### src/rtl/feedback_receiver.sv
// feedback_receiver: deserialises status bytes returned by the kitchen game.
// 8N1 UART receiver (two-flop synchronised input, mid-bit sampling) feeding a
// frame parser that keeps the traveler/machine flags, a staleness timeout,
// and change/framing-error pulses.
// Optional build macro FEEDBACK_PARITY_EN: 8E1 framing with an even-parity
// check; a byte failing parity is discarded and reported via frame_err.
module feedback_receiver #(
    parameter int unsigned CLK_FREQ       = 100_000_000,
    parameter int unsigned BAUD           = 115200,
    parameter int unsigned TIMEOUT_CYCLES = 10_000_000
) (
    input  logic       clk,
    input  logic       res,
    input  logic       uart_rx,
    output logic       sig_front,
    output logic       sig_hand,
    output logic       sig_processing,
    output logic       sig_machine,
    output logic       feedback_valid,
    output logic       flag_change,
    output logic       frame_err,
    output logic [7:0] last_byte
);

    localparam int unsigned DIV = CLK_FREQ / BAUD;
    localparam int unsigned CW  = $clog2(DIV + 1);
    localparam int unsigned TW  = $clog2(TIMEOUT_CYCLES + 1);
    localparam logic [CW-1:0] L_DIV_M1  = CW'(DIV - 1);
    localparam logic [CW-1:0] L_HALF_M1 = CW'(DIV / 2 - 1);
    localparam logic [TW-1:0] L_TO_LAST = TW'(TIMEOUT_CYCLES - 1);

    typedef enum logic [2:0] {
        S_IDLE,
        S_START,
        S_DATA,
`ifdef FEEDBACK_PARITY_EN
        S_PARITY,
`endif
        S_STOP,
        S_RECOVER
    } state_t;

    logic          r_sync1, r_sync2;
    state_t        r_state, w_state_nxt;
    logic [CW-1:0] r_baud_cnt, w_baud_nxt;
    logic [2:0]    r_bit_cnt, w_bit_nxt;
    logic [7:0]    r_shift, w_shift_nxt;
`ifdef FEEDBACK_PARITY_EN
    logic          r_parity, w_parity_nxt;
    logic          w_parity_ok;
`endif
    logic          w_rx;
    logic          w_byte_good;
    logic          w_byte_bad;
    logic          w_is_frame;

    logic [3:0]    r_flags;
    logic          r_valid;
    logic          r_flag_change;
    logic          r_frame_err;
    logic [7:0]    r_last_byte;
    logic [TW-1:0] r_to_cnt;

    assign w_rx = r_sync2;
`ifdef FEEDBACK_PARITY_EN
    assign w_parity_ok = ~^{r_shift, r_parity};
`endif
    assign w_is_frame = w_byte_good && (r_shift[7:6] == 2'b00) && (r_shift[1:0] == 2'b01);

    // Two-flop synchroniser for the asynchronous serial line, idling high.
    always_ff @(posedge clk or posedge res) begin
        if (res) begin
            r_sync1 <= 1'b1;
            r_sync2 <= 1'b1;
        end else begin
            r_sync1 <= uart_rx;
            r_sync2 <= r_sync1;
        end
    end

    // Receiver state, baud/bit counters and shift register.
    always_ff @(posedge clk or posedge res) begin
        if (res) begin
            r_state    <= S_IDLE;
            r_baud_cnt <= '0;
            r_bit_cnt  <= '0;
            r_shift    <= '0;
`ifdef FEEDBACK_PARITY_EN
            r_parity   <= 1'b0;
`endif
        end else begin
            r_state    <= w_state_nxt;
            r_baud_cnt <= w_baud_nxt;
            r_bit_cnt  <= w_bit_nxt;
            r_shift    <= w_shift_nxt;
`ifdef FEEDBACK_PARITY_EN
            r_parity   <= w_parity_nxt;
`endif
        end
    end

    // Next-state logic: half-bit wait to mid start bit, then one sample per bit.
    always_comb begin
        w_state_nxt  = r_state;
        w_baud_nxt   = r_baud_cnt;
        w_bit_nxt    = r_bit_cnt;
        w_shift_nxt  = r_shift;
`ifdef FEEDBACK_PARITY_EN
        w_parity_nxt = r_parity;
`endif
        w_byte_good  = 1'b0;
        w_byte_bad   = 1'b0;
        case (r_state)
            S_IDLE: begin
                if (!w_rx) begin
                    w_state_nxt = S_START;
                    w_baud_nxt  = L_HALF_M1;
                end
            end
            S_START: begin
                if (r_baud_cnt != '0) begin
                    w_baud_nxt = r_baud_cnt - CW'(1);
                end else if (!w_rx) begin
                    w_state_nxt = S_DATA;
                    w_baud_nxt  = L_DIV_M1;
                    w_bit_nxt   = '0;
                end else begin
                    w_state_nxt = S_IDLE;
                end
            end
            S_DATA: begin
                if (r_baud_cnt != '0) begin
                    w_baud_nxt = r_baud_cnt - CW'(1);
                end else begin
                    w_shift_nxt = {w_rx, r_shift[7:1]};
                    w_baud_nxt  = L_DIV_M1;
                    if (r_bit_cnt == 3'd7) begin
`ifdef FEEDBACK_PARITY_EN
                        w_state_nxt = S_PARITY;
`else
                        w_state_nxt = S_STOP;
`endif
                    end else begin
                        w_bit_nxt = r_bit_cnt + 3'd1;
                    end
                end
            end
`ifdef FEEDBACK_PARITY_EN
            S_PARITY: begin
                if (r_baud_cnt != '0) begin
                    w_baud_nxt = r_baud_cnt - CW'(1);
                end else begin
                    w_parity_nxt = w_rx;
                    w_baud_nxt   = L_DIV_M1;
                    w_state_nxt  = S_STOP;
                end
            end
`endif
            S_STOP: begin
                if (r_baud_cnt != '0) begin
                    w_baud_nxt = r_baud_cnt - CW'(1);
                end else if (w_rx) begin
                    w_state_nxt = S_IDLE;
`ifdef FEEDBACK_PARITY_EN
                    w_byte_good = w_parity_ok;
                    w_byte_bad  = !w_parity_ok;
`else
                    w_byte_good = 1'b1;
`endif
                end else begin
                    w_state_nxt = S_RECOVER;
                    w_byte_bad  = 1'b1;
                end
            end
            S_RECOVER: begin
                if (w_rx) begin
                    w_state_nxt = S_IDLE;
                end
            end
            default: w_state_nxt = S_IDLE;
        endcase
    end

    // Frame parser: status flags, staleness timeout and event pulses.
    always_ff @(posedge clk or posedge res) begin
        if (res) begin
            r_flags       <= '0;
            r_valid       <= 1'b0;
            r_flag_change <= 1'b0;
            r_frame_err   <= 1'b0;
            r_last_byte   <= '0;
            r_to_cnt      <= '0;
        end else begin
            r_flag_change <= 1'b0;
            r_frame_err   <= w_byte_bad;
            if (w_byte_good) begin
                r_last_byte <= r_shift;
            end
            // An accepted frame takes priority over an expiring timeout.
            if (w_is_frame) begin
                r_flags       <= r_shift[5:2];
                r_valid       <= 1'b1;
                r_to_cnt      <= '0;
                r_flag_change <= (r_shift[5:2] != r_flags);
            end else if (r_valid) begin
                if (r_to_cnt == L_TO_LAST) begin
                    r_valid       <= 1'b0;
                    r_flags       <= '0;
                    r_to_cnt      <= '0;
                    r_flag_change <= |r_flags;
                end else begin
                    r_to_cnt <= r_to_cnt + TW'(1);
                end
            end else begin
                r_to_cnt <= '0;
            end
        end
    end

    assign sig_front      = r_flags[0];
    assign sig_hand       = r_flags[1];
    assign sig_processing = r_flags[2];
    assign sig_machine    = r_flags[3];
    assign feedback_valid = r_valid;
    assign flag_change    = r_flag_change;
    assign frame_err      = r_frame_err;
    assign last_byte      = r_last_byte;

endmodule

### config.mk
export PLATFORM = sky130hd
export DESIGN_NAME = feedback_receiver
export DESIGN_NICKNAME = d
export VERILOG_FILES = /design/src/rtl/feedback_receiver.sv
export SDC_FILE = /design/constraint.sdc
export NUM_CORES = 1
export LEC_CHECK = 0
export CORE_MARGIN = 2
export CORE_UTILIZATION = 30
export DETAILED_ROUTE_END_ITERATION = 8
export PLACE_DENSITY = 0.46
export SLEW_MARGIN = 20
export SYNTH_ARGS = -nofsm -noshare
export SYNTH_HDL_FRONTEND = slang
export SYNTH_SLANG_ARGS = --single-unit
### constraint.sdc
create_clock -name clk -period 3.2 [get_ports clk]
set_input_delay 0.64 -clock clk [delete_from_list [all_inputs] [get_ports clk]]
set_output_delay 0.64 -clock clk [all_outputs]
set_load 0.01 [all_outputs]
Word level (Yosys, flattened, before mapping)
Index checks and enable logic that the tools add are counted.
W data, S select, Z words.
{"block": "totals", "latch_bits": 0, "ram_bits": 0, "output_inout_bits": 15, "reg_bits": 65, "memories": 0, "mem_bits_ro": 0, "wordCells": 87, "inputBits": 3}
{"block": "op_classes", "div_mod_pow": 0, "reduce_logical": 15, "n_mux": 38, "addsub": 3, "bitwise": 1, "eq_ne": 18, "multipliers": 0, "magnitude_cmp": 0, "shifts": 0}
{"op": "$mux W24", "count": 3}
{"op": "$mux W10", "count": 5}
{"op": "$pmux W10 S4", "count": 1}
{"op": "$mux W3", "count": 11}
{"op": "$add A24 B1 Y24 const B", "count": 1}
{"op": "$eq A24 B24 Y1 const B", "count": 1}
{"op": "$ne A2 B2 Y1 const B", "count": 9}
{"op": "$pmux W3 S5", "count": 1}
{"op": "$mux W1", "count": 12}
{"op": "$mux W4", "count": 3}
{"op": "$reduce_bool A10 Y1", "count": 1}
{"op": "$sub A10 B1 Y10 const B", "count": 1}
{"op": "$eq A3 B2 Y1 const B", "count": 2}
{"op": "$eq A3 B3 Y1 const B", "count": 2}
{"op": "$pmux W3 S2", "count": 1}
{"op": "$reduce_and A6 Y1", "count": 1}
{"op": "$reduce_bool A2 Y1", "count": 3}
{"op": "$reduce_and A5 Y1", "count": 1}
{"op": "$ne A4 B4 Y1", "count": 1}
{"op": "$reduce_and A2 Y1", "count": 2}
{"op": "$reduce_and A4 Y1", "count": 1}
{"op": "$reduce_bool A4 Y1", "count": 1}
{"op": "$reduce_or A4 Y1", "count": 1}
{"op": "$add A3 B1 Y3 const B", "count": 1}
{"op": "8 further kinds", "count": 9}

Depth between registers and ports, before layout
Gate-level depths: netlist of run 1.
{"block": "depth", "ltp_word": 7, "ltp_mapped": 10, "ltp_nobuf": 7}

Worst setup path after synthesis of run 1
No wires, ideal clock.
{"block": "synth_timing", "path_kind": "register to register", "from": "reg r_baud_cnt[0]", "to": "reg r_shift[0]", "stages_incl_launch_ff": 9, "n_path_buf": 2, "required_ns": 3.075, "arrival_time_ns": 2.239, "path_slack_ns": 0.837, "setup_ns": 0.125, "synth_period_minus_slack_ns": 2.363, "cell_sequence": "dfrtp_1 inv_1 ha_1 or4b_1 clkbuf_1 nor3_1 and2_1 buf_4 mux2_2"}
{"block": "synth_via", "elab_chain_cells": 3}
{"item": "start: declaration", "line_no": "45", "source": "logic [CW-1:0] r_baud_cnt, w_baud_nxt;"}
{"item": "start signal: assignment", "line_no": "93", "source": "r_baud_cnt <= w_baud_nxt;"}
{"item": "$reduce_bool A10 Y1", "line_no": "132", "source": "if (r_baud_cnt != '0) begin"}
{"item": "$not A1 Y1 (no source line)"}
{"item": "$reduce_and A2 Y1 (no source line)"}
{"item": "end signal: assignment", "line_no": "95", "source": "r_shift <= w_shift_nxt;"}
{"item": "end: declaration", "line_no": "47", "source": "logic [7:0] r_shift, w_shift_nxt;"}
Every way passes these cells.
A chain may end at the register's enable or synchronous reset.

Final worst setup path of run 1
{"block": "layout_timing", "from": "reg r_baud_cnt[1]", "to": "reg r_baud_cnt[0]"}
{"block": "layout_via", "elab_chain_cells": 3, "elab_cells_between_ends": 7, "classes_between": "eq/ne: 2; mux: 3; reduce/logical: 2"}
{"item": "$reduce_bool A10 Y1 (*)", "line_no": "121, 132, 160"}
{"item": "$ne A3 B3 Y1 (no source line), or another cell as far along"}
{"item": "$reduce_and A4 Y1 (no source line) / $pmux W10 S4 (equally long branches)"}
Every way passes the cells marked *; elsewhere a longest branch is shown, timed or not.

==> results.cfg, run 1 <==
[outcome]
status = completed

[timing]
skew_ns = 0.00824
setup_violations = 0
hold_viol = 0
max_freq_ghz = 0.402
drv_slew = 0
layout_setup_ws_ns = 0.711
slew_headroom_pct = 36.6
post-route-period-util_pct = 77.8
rsz0062_at_grt = no
fin_setup_tns_ns = 0
layout_min_cycle_time_ns = 2.49
max_slew.worst_pin.slew_ns = 0.943

[logic_synthesis]
synth_cells = 303
synth_fp_nets = 311
yosysUniqueCellTypes = 51
synth_area_leaders = dfrtp_1 49%, xor2_1 6.0%, mux2_2 6.0%, nor2_1 4.0%, nand2_1 3.2%
synthTopCellsByCount = 63 x dfrtp_1, 34 x nor2_1, 27 x nand2_1, 22 x xor2_1, 17 x mux2_2
synth_ff_type = dfrtp_1
yosysSeqAreaShare_pct = 51.0
yosysTopAreaCellShare_pct = 49.4
syn_area_sq_um = 3190
ys_ff_latch = 65
post-synth-top-count-cell = dfrtp_1
ys_warn_count = 0
yosys.area.top_type = dfrtp_1
ys_async_sr_fraction_pct = 100
avgSynthCellArea_sq_um = 10.5
synth_edf_count = 0

[clock_tree]
cts-root-buf = clkbuf_8
post_cts_resized = 0
htree_levels = 3
hold_buffers = 0
clock-sinks = 65
cts_tree = built
postCtsSetupBuffers = 0
clock_path_buffers = 2
cts.clk_slew.worst_paths_ns = 0.07
cts_buffers = 9
clk_latency_ns = 0.34

[detailed_routing]
first_iter_violations = 76
wl_microns = 6460
via_count = 2244
drc_errors = 0
wl_met3_microns = 184
via_per_inst = 4.82
wl_per_cell_microns = 13.9
met1_length_microns = 3130
dr.pass1.iters = 4
dr_wl_met2_microns = 3050
postRouteAntennaNets = 0
routed.top_layer = met4

[floorplan]
start_util_pct = 30.9
die_area_sq_um = 11500
rows = 37
io_pins = 18
dieWidth_microns = 107
coreArea_sq_um = 10300
fp.dieH_microns = 107

[finish]
layout-drive-gt1-share_pct = 14.8
nets = 334
diodes = 0
synthToLayoutAreaGrowth_pct = 15.5

[critical_path]
worst_setup_path_end_kind = register
required_ns = 3.48
path_class = register to register
crit_arrival_ns = 2.77
slowest_stage = or4b_1
cpMostUsedCell = nand2_1
worstPathMaxFanout = 6
start_kind = register
path_cells = inv_1 > ha_1 > or4b_1 > o311ai_0 > nand2_1 > nand2_1 > mux2_2
cpPeakStageDelay_ns = 0.59

[power]
p_switching_uw = 320
power_frac_seq_pct = 54.9
p_int_uw = 1180
p_leak_uw = 0.00165
vdd_drop_max_v = 0.000204
clkPwrFrac_pct = 43.5
comb_power_share_pct = 1.6
swShare_pct = 21.3
power.density_nw_per_um2 = 407

[min_path]
min_path_type = register to register

[grt]
grt_pass1_wl_microns = 11400
grt_max_degree = 43
gr-total-overflow = 0
antenna_found_initial = 0
track_usage_pct = 12.7
grt_pass1_vias = 2342

[placed_design]
port_buffers = 17
hpwl_microns = 4350
gp_congestion = 0.787
place_ws_ns = 0.720

[flow_run]
drv_cap = 0
layer usage:
layer / up-vias / track usage (%)
li1: 1108 / -
met1: 1101 / 16.9
met2: 27 / 19.4
met3: 8 / 3.83
met4: 0 / 4.55
met5: - / 0
cell families (layout without fill, tap and decap cells):
| logic type | Yosys count | after routing | share of synthesized area (%) |
|---|---|---|---|
| compound gates | 39 | 39 | 8.58 |
| fa+ha+maj | 5 | 5 | 1.96 |
| xor+xnor | 27 | 27 | 7.41 |
| buf+inv | 25 | 52 | 4.04 |
| mux | 22 | 22 | 7.56 |
| flops | 65 | 65 | 51.0 |
| simple gates | 120 | 120 | 19.4 |
through the flow:
| step | cells | power, uW | hold WS, ns | instance area, sq um | utilization, % |
|---|---|---|---|---|---|
| after floorplan | 303 | 854 | 0.345 | 3190 | - |
| after global routing | 466 | 1580 | 0.365 | 3690 | 35.7 |
| after CTS | 466 | 1530 | 0.357 | 3690 | 35.7 |
| after global placement | 451 | 867 | 0.348 | 3510 | 34.0 |
| final | 466 | 1500 | 0.356 | 3690 | 35.7 |
| after detailed placement | 451 | 866 | 0.348 | 3510 | 34.0 |
final cells by class:
cell class                      instances  area (sq um)
Clock inverter                          4          45.0
Inverter                               15          56.3
Fill cell                            1054          6640
Sequential cell                        65          1630
Clock buffer                           11           131
Timing Repair Buffer                   22           220
Multi-Input combinational cell        213          1440
Tap cell                              136           170
state kept, by name (all words and copies together), names as in the netlist:
| name | flops |
|---|---|
| r_sync1 | 1 |
| r_baud_cnt | 10 |
| r_bit_cnt | 3 |
| frame_err | 1 |
| last_byte | 8 |
| flag_change | 1 |
| r_shift | 8 |
| feedback_valid | 1 |
| r_to_cnt | 24 |
| r_sync2 | 1 |
| r_flags | 4 |
| r_state | 3 |
worst max-delay path: cells and delay by family (launching register included):
family | cells | cell delay (ns)
flip-flops | 1 | 0.38
multiplexers | 1 | 0.18
buffers and inverters | 1 | 0.12
AND/OR/NAND/NOR | 3 | 1.06
AO/OA/AOI/OAI | 1 | 0.56
adder cells (fa/ha/maj) | 1 | 0.15
worst paths after layout:
check | cells after the start | end | startpoint | slack, ns
min in group asynchronous | 2 | r_to_cnt[2] | res | 0.68
setup / recovery | 7 | r_baud_cnt[0] | r_baud_cnt[1] | 0.71
hold reg to reg | 0 | r_sync2 | r_sync1 | 0.36
max in group asynchronous | 3 | frame_err | res | 1.89
setup reg to reg | 7 | r_baud_cnt[0] | r_baud_cnt[1] | 0.71
hold / removal | 0 | r_sync2 | r_sync1 | 0.36
placed cells by master (no fill, tap or decap), types with 3 or more instances in the layout:
| cell | netlist | final |
|---|---|---|
| clkinv_2 | 0 | 3 |
| clkbuf_8 | 0 | 9 |
| mux2i_1 | 5 | 5 |
| nor4b_1 | 3 | 3 |
| a22o_2 | 4 | 4 |
| ha_1 | 5 | 5 |
| buf_4 | 2 | 4 |
| nand2b_1 | 3 | 3 |
| xor2_1 | 22 | 22 |
| nor3_1 | 4 | 4 |
| mux2_2 | 17 | 17 |
| o21ai_0 | 6 | 6 |
| nor2_1 | 34 | 34 |
| dfrtp_1 | 63 | 63 |
| or4_1 | 4 | 4 |
| a21oi_1 | 11 | 11 |
| clkdlybuf4s50_1 | 0 | 17 |
| nand4_1 | 6 | 6 |
| a21o_1 | 3 | 3 |
| and3_1 | 5 | 5 |
| inv_1 | 15 | 14 |
| nand3_1 | 15 | 15 |
| nor4_1 | 5 | 5 |
| xnor2_1 | 5 | 5 |
| nand2_1 | 27 | 27 |
power by group through the flow:
| stage | logic [uW] | clock network (uW) | registers [uW] |
|---|---|---|---|
| floorplan | 14.1 | 0 | 840 |
| global placement | 26.0 | 0 | 841 |
| detailed placement | 26.0 | 0 | 840 |
| CTS | 26.0 | 683 | 825 |
| global route | 29.1 | 723 | 825 |
| finish | 23.9 | 653 | 825 |
No activity file was read; power rests on OpenSTA's default activity.
==> run 2, diff against run 1 <==
==> constraint.sdc (replaced) <==
create_clock -name clk -period 2.55 [get_ports clk]
set_input_delay 0.51 -clock clk [delete_from_list [all_inputs] [get_ports clk]]
set_output_delay 0.51 -clock clk [all_outputs]
set_load 0.01 [all_outputs]
==> run 2 against run 1 <==
  * First-iteration DRC count fell by 28%
  * Wire length fell by 0.70%
  * Cell count rose by 1.1%
  * Via count fell by 1.2%
  * Total power rose by 38%
  * Worst setup slack got worse by 0.52 ns
  * Critical path depth rose by 1
  * Non-clock buffer count rose by 4
  * Sequential power rose by 26%
  * Clock skew fell by 0.00093 ns
  * Critical endpoint is now r_baud_cnt[2]
  * Largest cell class unchanged
==> results.cfg, run 2 (synthesis results as in run 1) <==
[grt]
antenna_found_initial = 0
grt_max_degree = 25
grt_pass1_vias = 2250
grt_pass1_wl_microns = 11200
use_met1_pct = 17.2
gr-total-overflow = 0
track_usage_pct = 12.4
use_met3_pct = 3.83
use_met2_pct = 18.4
grt_busiest_layer = met2

[clock_tree]
clock_path_buffers = 2
cts.clk_slew.worst_paths_ns = 0.07
cts_buffers = 9
clock-sinks = 65
htree_levels = 3
clk_latency_ns = 0.34
cts_tree = built
cts-root-buf = clkbuf_8
hold_buffers = 0

[power]
clkPwrFrac_pct = 48.2
power.density_nw_per_um2 = 543
power_frac_seq_pct = 50.1
p_int_uw = 1640
vdd_drop_max_v = 0.000278
p_leak_uw = 0.00171
comb_power_share_pct = 1.6
p_switching_uw = 421
swShare_pct = 20.4

[finish]
diodes = 0
regMostFlops = r_to_cnt
synthToLayoutAreaGrowth_pct = 19.1
n_fill_cell = 1021
largest_register_ffs = 24
layout-drive-gt1-share_pct = 17.0
mostFrequentLayoutCells = 63 x dfrtp_1, 34 x nor2_1, 27 x nand2_1, 22 x xor2_1
layout_commonest_cell = dfrtp_1
largestRegisters = r_to_cnt (24), r_baud_cnt (10)
nets = 338

[critical_path]
crit_buf_inv = 2
crit_family = simple AND/OR/NAND/NOR gates
path_cells = inv_1 > ha_1 > or4b_1 > o311ai_0 > buf_4 > nand2_1 > nand2_1 > o22ai_1
start_kind = register
slowest_stage = or4b_1
required_ns = 2.77
path_class = register to register
cpMostUsedCell = nand2_1
worst_setup_path_end_kind = register
crit_arrival_ns = 2.57
worstPathMaxFanout = 6
cpPeakStageDelay_ns = 0.58

[timing]
fin_setup_tns_ns = 0
drv_slew = 0
holdWs_ns = 0.359
setup_violations = 0
max_slew.worst_pin.slew_ns = 0.597
rsz0062_at_grt = no
hold_viol = 0
post-route-period-util_pct = 92.5
slew_headroom_pct = 59.6
layout_min_cycle_time_ns = 2.36
max_freq_ghz = 0.424
skew_ns = 0.00732

[floorplan]
fp.dieH_microns = 107
die_area_sq_um = 11500
start_util_pct = 30.9
dieWidth_microns = 107
coreArea_sq_um = 10300
rows = 37
io_pins = 18

[detailed_routing]
dr.pass1.iters = 4
first_iter_violations = 55
via_per_inst = 4.71
drc_errors = 0
wl_per_cell_microns = 13.6
postRouteAntennaNets = 0
via_count = 2218
wl_microns = 6420

[placed_design]
hpwl_microns = 4410
port_buffers = 17
gp_congestion = 0.767

[min_path]
min_path_type = register to register

[flow_run]
drv_cap = 0

[outcome]
status = completed
==> run 2: changes by cell type in the layout (fill, tap and decap cells not counted), sizes merged <==
cell,previous run,this run
buf,5,9
bufinv,1,2
clkinv,3,2
clkinvlp,0,1
==> run 2: power by group through the flow <==
stage / clock network (uW) / logic, uW / registers (uW)
finish: 996 / 33.9 / 1040
global route: 1080 / 39.9 / 1030
CTS: 1050 / 36.3 / 1030
detailed placement: 0 / 36.4 / 1050
global placement: 0 / 36.4 / 1050
floorplan: 0 / 17.7 / 1050
==> run 2: path summary, 6_finish.rpt <==
check	from	end	slack (ns)	cells past startpoint
max reg2reg	r_baud_cnt[1]	r_baud_cnt[2]	0.19	8
min in group asynchronous	res	r_baud_cnt[8]	0.53	2
max	r_baud_cnt[1]	r_baud_cnt[2]	0.19	8
max in group asynchronous	res	r_flags[3]	1.53	3
min reg2reg	r_sync1	r_sync2	0.36	0
min	r_sync1	r_sync2	0.36	0
==> run 2: final cells by class <==
| class | instances | area [sq um] | share of cell area (%) |
|---|---|---|---|
| clock buffer | 11 | 151 | 3.98 |
| clock inverter | 5 | 77.6 | 2.04 |
| inverter | 15 | 56.3 | 1.48 |
| multi-input combinational | 213 | 1440 | 37.9 |
| sequential | 65 | 1630 | 42.8 |
| tap | 136 | 170 | 4.48 |
| timing repair buffer | 26 | 275 | 7.24 |
==> run 2: layer usage <==
metal,vias up,wire length [microns]
met2,18,2870
met4,0,84
met5,-,0
met3,10,169
met1,1067,3290
li1,1123,-
==> run 2: worst register-to-register path: cells and delay by family, from the launching register on <==
| kind | cells | cell delay (ns) |
|---|---|---|
| and+or+nand+nor | 3 | 0.92 |
| buffers and inverters | 2 | 0.31 |
| DFF | 1 | 0.38 |
| adders and majority gates | 1 | 0.15 |
| AOI/OAI and AO/OA | 2 | 0.49 |
==> run 2: stage by stage <==
step	cell area, sq um	cells	util (%)	setup slack [ns]	total power, uW
finish	3800	471	36.8	0.192	2070
global route	3800	471	36.8	0.0356	2150
CTS	3790	471	36.8	0.138	2120
detailed placement	3570	455	34.5	0.149	1090
global placement	3570	455	34.5	0.173	1090
floorplan	3190	303	-	0.187	1070
==> run 2: timing repair <==
item | 4_1_cts | 5_1_grt
setup endpoints to repair | 0 | 5
buffers inserted | 0 | 0
gates resized for setup | 0 | 1
hold endpoints to repair | 0 | 0
